==> src/rtl/id_ex_stage.sv <==
// ---------------------------------------------------------------------------
// id_ex_stage
//   ID/EX pipeline register for the 5-stage RISC-V core. Selects forwarded
//   operands in ID, detects load-use hazards (holding ID and injecting one
//   bubble), squashes on branch flush and holds under EX back-pressure.
//
// Optional feature macro: LOAD_USE_DETECT_EN
//   defined     : load-use detection active, stall_count counts bubbles.
//   not defined : no hazard detection, stall_count reads 0,
//                 id_stall = ~ex_ready.
//
// Ports
//   clk, rst                       clock (rising), async active-high reset
//   id_valid                       ID instruction is real
//   id_Rs1/id_Rs2/id_Rd            register indices
//   id_usesRs1/id_usesRs2          instruction reads that source
//   id_rs1Data/id_rs2Data          register-file read data
//   id_imm/id_pc/id_ctrl           decoded fields passed to EX
//   id_regWrite/memRead/memWrite   control bits
//   forwardA/forwardB              00 RF, 10 EX, 01 MEM, 11 treated as RF
//   ex_aluResult/mem_result        forwarding sources
//   flush                          squash ID/EX (taken branch/jump in EX)
//   ex_ready                       EX can accept; low holds the stage
//   id_stall                       combinational: hold PC and IF/ID
//   ex_*                           registered EX-stage fields
//   stall_count                    saturating load-use bubble counter
// ---------------------------------------------------------------------------
module id_ex_stage #(
  parameter int unsigned REG_NUM_BITWIDTH = 5,
  parameter int unsigned WORD_BITWIDTH    = 32,
  parameter int unsigned CTRL_BITWIDTH    = 8,
  parameter int unsigned CNT_BITWIDTH     = 16
) (
  input  logic                        clk,
  input  logic                        rst,
  input  logic                        id_valid,
  input  logic [REG_NUM_BITWIDTH-1:0] id_Rs1,
  input  logic [REG_NUM_BITWIDTH-1:0] id_Rs2,
  input  logic [REG_NUM_BITWIDTH-1:0] id_Rd,
  input  logic                        id_usesRs1,
  input  logic                        id_usesRs2,
  input  logic [WORD_BITWIDTH-1:0]    id_rs1Data,
  input  logic [WORD_BITWIDTH-1:0]    id_rs2Data,
  input  logic [WORD_BITWIDTH-1:0]    id_imm,
  input  logic [WORD_BITWIDTH-1:0]    id_pc,
  input  logic [CTRL_BITWIDTH-1:0]    id_ctrl,
  input  logic                        id_regWrite,
  input  logic                        id_memRead,
  input  logic                        id_memWrite,
  input  logic [1:0]                  forwardA,
  input  logic [1:0]                  forwardB,
  input  logic [WORD_BITWIDTH-1:0]    ex_aluResult,
  input  logic [WORD_BITWIDTH-1:0]    mem_result,
  input  logic                        flush,
  input  logic                        ex_ready,
  output logic                        id_stall,
  output logic                        ex_valid,
  output logic                        ex_regWrite,
  output logic                        ex_memRead,
  output logic                        ex_memWrite,
  output logic [REG_NUM_BITWIDTH-1:0] ex_Rs1,
  output logic [REG_NUM_BITWIDTH-1:0] ex_Rs2,
  output logic [REG_NUM_BITWIDTH-1:0] ex_Rd,
  output logic [WORD_BITWIDTH-1:0]    ex_opA,
  output logic [WORD_BITWIDTH-1:0]    ex_opB,
  output logic [WORD_BITWIDTH-1:0]    ex_storeData,
  output logic [WORD_BITWIDTH-1:0]    ex_imm,
  output logic [WORD_BITWIDTH-1:0]    ex_pc,
  output logic [CTRL_BITWIDTH-1:0]    ex_ctrl,
  output logic [CNT_BITWIDTH-1:0]     stall_count
);

  localparam int unsigned RW = REG_NUM_BITWIDTH;
  localparam int unsigned WW = WORD_BITWIDTH;
  localparam int unsigned CW = CTRL_BITWIDTH;

  localparam logic [1:0] FWD_EX  = 2'b10;
  localparam logic [1:0] FWD_MEM = 2'b01;

  // Payload carried from ID into EX
  typedef struct packed {
    logic          valid;
    logic          reg_write;
    logic          mem_read;
    logic          mem_write;
    logic [RW-1:0] rs1;
    logic [RW-1:0] rs2;
    logic [RW-1:0] rd;
    logic [WW-1:0] op_a;
    logic [WW-1:0] op_b;
    logic [WW-1:0] store_data;
    logic [WW-1:0] imm;
    logic [WW-1:0] pc;
    logic [CW-1:0] ctrl;
  } ex_bundle_t;

  ex_bundle_t    ex_q, ex_d;
  logic [WW-1:0] op_a_c;
  logic [WW-1:0] op_b_c;
  logic          hz_c;

  // Operand A forwarding mux (11 falls back to the register file)
  always_comb begin
    op_a_c = id_rs1Data;
    case (forwardA)
      FWD_EX:  op_a_c = ex_aluResult;
      FWD_MEM: op_a_c = mem_result;
      default: op_a_c = id_rs1Data;
    endcase
  end

  // Operand B forwarding mux; also feeds the store-data path
  always_comb begin
    op_b_c = id_rs2Data;
    case (forwardB)
      FWD_EX:  op_b_c = ex_aluResult;
      FWD_MEM: op_b_c = mem_result;
      default: op_b_c = id_rs2Data;
    endcase
  end

`ifdef LOAD_USE_DETECT_EN
  logic [CNT_BITWIDTH-1:0] cnt_q, cnt_d;
  logic                    rs1_match_c;
  logic                    rs2_match_c;

  // Consumer in ID reads the destination of a load sitting in EX
  assign rs1_match_c = id_usesRs1 && (id_Rs1 == ex_q.rd);
  assign rs2_match_c = id_usesRs2 && (id_Rs2 == ex_q.rd);
  assign hz_c = id_valid && ex_q.valid && ex_q.mem_read &&
                (ex_q.rd != RW'(0)) && (rs1_match_c || rs2_match_c);

  // Count only bubbles that are actually loaded; saturate at all-ones
  always_comb begin
    cnt_d = cnt_q;
    if (hz_c && ex_ready && !flush && (cnt_q != {CNT_BITWIDTH{1'b1}})) begin
      cnt_d = cnt_q + CNT_BITWIDTH'(1);
    end
  end

  always_ff @(posedge clk or posedge rst) begin
    if (rst) begin
      cnt_q <= '0;
    end else begin
      cnt_q <= cnt_d;
    end
  end

  assign stall_count = cnt_q;
`else
  logic unused_ok;

  // Source-use flags only matter to hazard detection
  assign unused_ok   = id_usesRs1 ^ id_usesRs2;
  assign hz_c        = 1'b0;
  assign stall_count = '0;
`endif

  // Flush is not folded in here; upstream squashes its own state
  assign id_stall = hz_c || !ex_ready;

  // Next-state: flush > hold > bubble > load. Bubbles keep data fields.
  always_comb begin
    ex_d = ex_q;
    if (flush) begin
      ex_d.valid     = 1'b0;
      ex_d.reg_write = 1'b0;
      ex_d.mem_read  = 1'b0;
      ex_d.mem_write = 1'b0;
    end else if (!ex_ready) begin
      ex_d = ex_q;
    end else if (hz_c) begin
      ex_d.valid     = 1'b0;
      ex_d.reg_write = 1'b0;
      ex_d.mem_read  = 1'b0;
      ex_d.mem_write = 1'b0;
    end else begin
      ex_d.valid      = id_valid;
      ex_d.reg_write  = id_regWrite && id_valid;
      ex_d.mem_read   = id_memRead && id_valid;
      ex_d.mem_write  = id_memWrite && id_valid;
      ex_d.rs1        = id_Rs1;
      ex_d.rs2        = id_Rs2;
      ex_d.rd         = id_Rd;
      ex_d.op_a       = op_a_c;
      ex_d.op_b       = op_b_c;
      ex_d.store_data = op_b_c;
      ex_d.imm        = id_imm;
      ex_d.pc         = id_pc;
      ex_d.ctrl       = id_ctrl;
    end
  end

  // ID/EX pipeline register
  always_ff @(posedge clk or posedge rst) begin
    if (rst) begin
      ex_q <= '0;
    end else begin
      ex_q <= ex_d;
    end
  end

  assign ex_valid     = ex_q.valid;
  assign ex_regWrite  = ex_q.reg_write;
  assign ex_memRead   = ex_q.mem_read;
  assign ex_memWrite  = ex_q.mem_write;
  assign ex_Rs1       = ex_q.rs1;
  assign ex_Rs2       = ex_q.rs2;
  assign ex_Rd        = ex_q.rd;
  assign ex_opA       = ex_q.op_a;
  assign ex_opB       = ex_q.op_b;
  assign ex_storeData = ex_q.store_data;
  assign ex_imm       = ex_q.imm;
  assign ex_pc        = ex_q.pc;
  assign ex_ctrl      = ex_q.ctrl;

endmodule

==> config.mk <==
export PLATFORM = sky130hd
export DESIGN_NAME = id_ex_stage
export DESIGN_NICKNAME = d
export VERILOG_FILES = /design/src/rtl/id_ex_stage.sv
export SDC_FILE = /design/constraint.sdc
export NUM_CORES = 1
export LEC_CHECK = 0
export CAP_MARGIN = 20
export CORE_AREA = 2 2 169 171
export DETAILED_ROUTE_END_ITERATION = 6
export DIE_AREA = 0 0 171 173
export SLEW_MARGIN = 20
export SYNTH_ARGS = -nofsm -noshare
export SYNTH_HDL_FRONTEND = slang
export SYNTH_SLANG_ARGS = --single-unit
==> constraint.sdc <==
create_clock -name clk -period 15 [get_ports clk]
set_input_delay 3 -clock clk [delete_from_list [all_inputs] [get_ports clk]]
set_output_delay 3 -clock clk [all_outputs]
set_load 0.03 [all_outputs]
==> flow_metrics.py, run 1 <==
metrics = {
    "outcome": {
        "status": "completed",
    },
    "drt": {
        "wirelength_um": 26460,
        "via_count": 6276,
        "viasPerCell": 4.601,
        "drc": 0,
        "dr.first_iter.drc_count": 301,
        "ant_nets": 0,
        "drt_pass1_iterations": 4,
        "wl_per_cell_um": 19.40,
    },
    "die": {
        "dieArea_mm2": 0.02958,
        "design.core.area_mm2": 0.02763,
        "die_h_um": 173,
        "initial_core_util_pct": 26.86,
        "die_w_um": 171,
        "num_io_pins": 433,
        "row_count": 61,
    },
    "cells_and_area": {
        "stdcell_count": 1364,
        "multi_input_area_mm2": 0.002922,
        "antenna_cells": 0,
        "drive_gt1_share_pct": 12.98,
        "regArea_mm2": 0.003879,
        "num-fill-cells": 2697,
        "final_util_pct": 43.74,
        "syn2layout_area_growth_pct": 62.83,
        "fin_nets": 1207,
    },
    "critical_path": {
        "endpoint_kind": "primary output",
        "worst-endpoint-required_ns": 12.00,
        "cp_max_fo": 6,
        "cp-start-kind": "input port",
        "worst_ep_arrival_time_ns": 4.44,
        "crit_chain": "clkdlybuf4s50_1, inv_1, clkdlybuf4s50_1",
        "crit_top_cell": "clkdlybuf4s50_1",
        "path_class": "in2out",
        "r2r_setup_slack_ns": 14.23,
        "slowest_stage": "clkdlybuf4s50_1",
        "slowest_delay_ns": 0.71,
    },
    "timing": {
        "period_needed_ns": 7.441,
        "fmax_mhz": 134.4,
        "period_share_pct": 49.60,
        "finalHoldViolations": 0,
        "slew_headroom_pct": 33.07,
        "worstMarginPinSlew_ns": 1.004,
        "final.setup.tns_ns": 0,
        "rsz0062_at_grt": "false",
        "setup_viol": 0,
        "final.setup_skew_ns": 0,
        "drv_slew": 0,
    },
    "pwr": {
        "p_sw_share_pct": 34.90,
        "leakagePower_uw": 0.004896,
        "pwr-share-comb_pct": 35.5,
        "p_int_uw": 980.5,
        "seq_power_share_pct": 34.6,
        "power_density_mw_per_mm2": 124.6,
        "power_switching_uw": 525.7,
        "peakVddDrop_v": 0.00006518,
        "clkPwrFrac_pct": 29.9,
    },
    "logic_synthesis": {
        "netlist_top_cells_area": "dfrtp_1 52%, mux2_2 11%, a221oi_1 7.6%, o31ai_1 6.5%, nor2b_1 5.4%",
        "yosysSeqAreaShare_pct": 52.26,
        "synth_cell_types": 19,
        "syn_inst": 619,
        "syn_area_per_cell_um2": 11.99,
        "synthDominantCellAreaShare_pct": 52.26,
        "synth-seq-cells": 155,
        "yosys.area.top_type": "dfrtp_1",
        "ys_warn_count": 0,
        "syn_area_mm2": 0.007422,
    },
    "clock_tree": {
        "cts_made_buffers": 17,
        "cts_setup_buffers": 0,
        "cts.sinks": 155,
        "htreeDepth": 4,
        "clockBufferDepth": 2,
        "cts_tree": "built",
        "cts.clk_slew.worst_paths_ns": 0.07,
        "insertion_delay_ns": 0.41,
        "ctsResizeCount": 0,
        "cts-root-buf": "clkbuf_16",
        "cts.hold.buffers_added": 0,
    },
    "global_routing": {
        "grt_util_all_layers_pct": 17.26,
        "overflow": 0,
        "grt_pass1_wl_um": 38590,
        "grt_max_degree": 99,
        "grt_pass1_vias": 6324,
        "antenna_found_initial": 0,
    },
    "place": {
        "dpl.hpwl_um": 19110,
        "port_buffers": 414,
        "dp.cells": 1333,
        "gp_congestion": 0.7740,
    },
    "run": {
        "drv_cap": 0,
    },
    "worst_hold_path": {
        "hp-class": "reg2reg",
    },
}
power groups by stage:
stage	Combinational [uW]	Clock [uW]	Sequential (uW)
after floorplan	176	0	653
after global placement	537	0	527
after detailed placement	539	0	529
after CTS	540	468	522
after global routing	564	486	530
final	535	451	521
cell type report:
| cell class | count | area share (%) |
|---|---|---|
| clock buffer | 17 | 3.520 |
| inverter | 6 | 0.2278 |
| multi-input combinational | 375 | 24.17 |
| sequential | 155 | 32.09 |
| clock inverter | 14 | 1.470 |
| timing repair buffer | 419 | 34.60 |
| tap | 378 | 3.913 |
metrics by stage:
step / cell area, um^2 / total power [uW] / hold WS [ns] / worst slack, ns
after floorplan: 7478 / 828.5 / 0.6493 / 7.822
after global placement: 11470 / 1064 / 0.4600 / 7.566
after detailed placement: 11470 / 1068 / 0.4668 / 7.563
after CTS: 12080 / 1530 / 0.4816 / 7.560
after global routing: 12090 / 1580 / 0.5099 / 7.538
final: 12090 / 1506 / 0.4758 / 7.559
routing by layer:
metal  vias up  global-route usage (%)  routed length, um
li1       2900                       -                  -
met1      3055                   19.87              10270
met2       306                   29.72              13150
met3        15                   6.981               2712
met4         0                   4.202                327
met5         -                       0                  0
flip-flops by register name, summed over array words and instances, names as in the netlist:
signal and count:
ex_imm 32, ex_opA 32, ex_pc 32, ex_storeData 32, ex_ctrl 8, ex_Rd 5, ex_Rs1 5, ex_Rs2 5
ex_memRead 1, ex_memWrite 1, ex_regWrite 1, ex_valid 1
final timing paths:
check	cells after the start	end	startpoint
setup / recovery	3	id_stall	ex_ready
hold / removal	2	ex_opA[30]	ex_opA[30]
setup reg to reg	1	ex_imm[31]	ex_imm[31]
hold reg to reg	2	ex_opA[30]	ex_opA[30]
max in group asynchronous	3	ex_imm[20]	rst
min in group asynchronous	2	ex_pc[9]	rst
cell usage in the layout, fill, tap and decap left out, drive strengths merged, types with 3 or more instances in the layout:
master,synthesis,routed
a21oi,3,3
a221oi,64,64
buf,74,5
clkbuf,24,17
clkdlybuf4s50,0,414
clkinv,0,3
conb,1,16
dfrtp,155,155
ha,4,4
inv,6,13
mux2,87,87
nand2,67,67
nand3,3,3
nor2b,64,64
o31ai,64,64
cell families (layout without fill, tap and decap cells):
family | Yosys count | count (layout) | synth area share [%]
compound gates | 131 | 131 | 14.23
mux | 88 | 88 | 14.19
other cells | 1 | 16 | 0.05052
flops | 155 | 155 | 52.26
buf+inv | 104 | 456 | 9.474
fa+ha+maj | 4 | 4 | 0.6743
simple gates | 136 | 136 | 9.120
cells in the mapped netlist:
| cell type | instances |
|---|---|
| dfrtp_1 | 155 |
| mux2_2 | 70 |
| nand2_1 | 67 |
| a221oi_1 | 64 |
| nor2b_1 | 64 |
| o31ai_1 | 64 |
| buf_4 | 48 |
| clkbuf_1 | 24 |
| mux2_4 | 17 |
| buf_6 | 16 |
| buf_2 | 10 |
| inv_1 | 6 |
| ha_1 | 4 |
| a21oi_1 | 3 |
| nand3_1 | 3 |
| conb_1 | 1 |
| mux2i_1 | 1 |
| nand2b_1 | 1 |
| nor2_1 | 1 |
critical path: cells and delay by family:
family                 cells  cell delay, ns
buffers and inverters      3            1.44
Note: power is estimated with default switching activity, not from simulation.
==> run 2, diff against run 1 <==
CORE_AREA = 2 2 170 172   (was 2 2 169 171)
DIE_AREA = 0 0 172 174   (was 0 0 171 173)
clock period = 6.9 ns   (was 15 ns; I/O delays follow)
==> run 2 against run 1 <==
Compared with the run above: global-route usage rose by 0.46 points; die area rose by 1.2%; core utilization fell by 0.99 points; combinational power rose by 120%; cell area fell by 0.10%; sequential share of layout area barely moved; largest cell class unchanged.
==> flow_metrics.py, run 2 (same netlist as run 1, synthesis figures left out) <==
metrics = {
    "critical_path": {
        "worst_ep_arrival_time_ns": 2.82,
        "cp-start-kind": "input port",
        "endpoint_kind": "primary output",
        "crit_top_cell": "clkdlybuf4s50_1",
        "path_class": "in2out",
        "slowest_stage": "clkdlybuf4s50_1",
        "worst-endpoint-required_ns": 5.52,
        "cp_max_fo": 6,
        "worst-path-buf-inv": 3,
        "crit_chain": "clkdlybuf4s50_1, inv_1, clkdlybuf4s50_1",
        "cpLargestDelayFamily": "buffers and inverters",
        "slowest_delay_ns": 0.70,
    },
    "pwr": {
        "power_density_mw_per_mm2": 266.1,
        "leakagePower_uw": 0.004885,
        "peakVddDrop_v": 0.0001558,
    },
    "cells_and_area": {
        "fin_area_mm2": 0.01207,
        "drive_gt1_share_pct": 13.06,
        "syn2layout_area_growth_pct": 62.66,
        "fin_nets": 1209,
        "num-fill-cells": 2756,
        "regArea_mm2": 0.003879,
        "multi_input_area_mm2": 0.002919,
        "final_common_cell": "clkdlybuf4s50_1",
        "mostFrequentLayoutCells": "414 x clkdlybuf4s50_1, 155 x dfrtp_1, 70 x mux2_2",
    },
    "die": {
        "die_w_um": 172,
        "design.core.area_mm2": 0.02824,
        "die_h_um": 174,
        "initial_core_util_pct": 26.29,
        "dieArea_mm2": 0.02993,
        "row_count": 62,
        "num_io_pins": 433,
    },
    "clock_tree": {
        "cts.hold.buffers_added": 0,
        "clockBufferDepth": 2,
        "cts_tree": "built",
        "cts_setup_buffers": 0,
        "ctsResizeCount": 0,
        "cts_made_buffers": 17,
        "cts-root-buf": "clkbuf_16",
        "cts.sinks": 155,
        "insertion_delay_ns": 0.42,
        "htreeDepth": 4,
        "cts.clk_slew.worst_paths_ns": 0.06,
    },
    "drt": {
        "drc": 0,
        "drt_pass1_iterations": 6,
        "wirelength_um": 27210,
        "wl_per_cell_um": 19.80,
        "viasPerCell": 4.563,
        "ant_nets": 0,
        "dr.first_iter.drc_count": 257,
        "via_count": 6269,
    },
    "global_routing": {
        "antenna_found_initial": 2,
        "grt_max_degree": 83,
        "overflow": 0,
        "grt_pass1_vias": 6579,
        "grt_util_all_layers_pct": 17.72,
        "grt_pass1_wl_um": 39420,
    },
    "timing": {
        "fmax_mhz": 237.9,
        "period_needed_ns": 4.203,
        "rsz0062_at_grt": "false",
        "timing.final.ws_setup_ns": 2.697,
        "final.setup.tns_ns": 0,
        "drv_slew": 0,
        "finalHoldViolations": 0,
        "final.setup_skew_ns": 0,
        "setup_viol": 0,
        "worstMarginPinSlew_ns": 0.9468,
        "period_share_pct": 60.92,
        "slew_headroom_pct": 36.88,
        "hold_ws_ns": 0.4798,
    },
    "place": {
        "port_buffers": 414,
        "place_ws_ns": 2.682,
        "dpl.hpwl_um": 20130,
        "placed_area_mm2": 0.01150,
        "gp_congestion": 0.7696,
    },
    "worst_hold_path": {
        "hp-class": "reg2reg",
    },
    "run": {
        "drv_cap": 0,
    },
    "outcome": {
        "status": "completed",
    },
}
## run 2: changes by cell type in the layout (fill, tap and decap cells not counted), sizes merged
cell,delta
diode,+2
bufinv,-2
inv,+1
clkinv,-1
buf,+2
clkinvlp,+2
## run 2: metal layers
metal	GRT usage (%)	share of wire, %	wire length, um
met3	7.445	12	3238
met1	19.31	37	10030
met2	30.97	49	13420
met4	5.637	1.9	520
met5	0	0	0
## run 2: worst paths after layout
path / start / to / slack, ns / cells after the start
max: ex_ready / id_stall / 2.70 / 3
min: ex_opA[30] / ex_opA[30] / 0.48 / 2
max reg2reg: ex_storeData[1] / ex_storeData[1] / 6.12 / 2
min reg2reg: ex_opA[30] / ex_opA[30] / 0.48 / 2
max in group asynchronous: rst / ex_storeData[6] / 4.29 / 3
min in group asynchronous: rst / ex_imm[7] / 1.33 / 2
## run 2: area by class of cell
type                       instances  area share [%]
clock buffer                      17           3.524
inverter                           6          0.2280
clock inverter                    14           1.057
multi-input combinational        375           24.18
tap                              384           3.980
antenna                            2         0.04146
timing repair buffer             421           34.86
sequential                       155           32.13
## run 2: where the power goes
group / internal [uW] / switching (uW) / total (uW)
Sequential: 1050 / 85.8 / 1130
Combinational: 537 / 628 / 1170
Clock: 474 / 440 / 914
Total: 2060 / 1150 / 3210
## run 2: tightest hold or removal path, cell delays in order, from the launching register on
cell and delay, ns:
dfrtp_1 0.34, nand2_1 0.05, o31ai_1 0.06
## run 2: per-stage QoR
| stage | cells | total power [uW] | util [%] |
|---|---|---|---|
| after floorplan | 634 | 1801 | - |
| final | 1374 | 3212 | 42.76 |
| after CTS | 1372 | 3263 | 42.70 |
| after detailed placement | 1341 | 2327 | 40.74 |
| after global placement | 1341 | 2317 | 40.74 |
| after global routing | 1374 | 3374 | 42.76 |
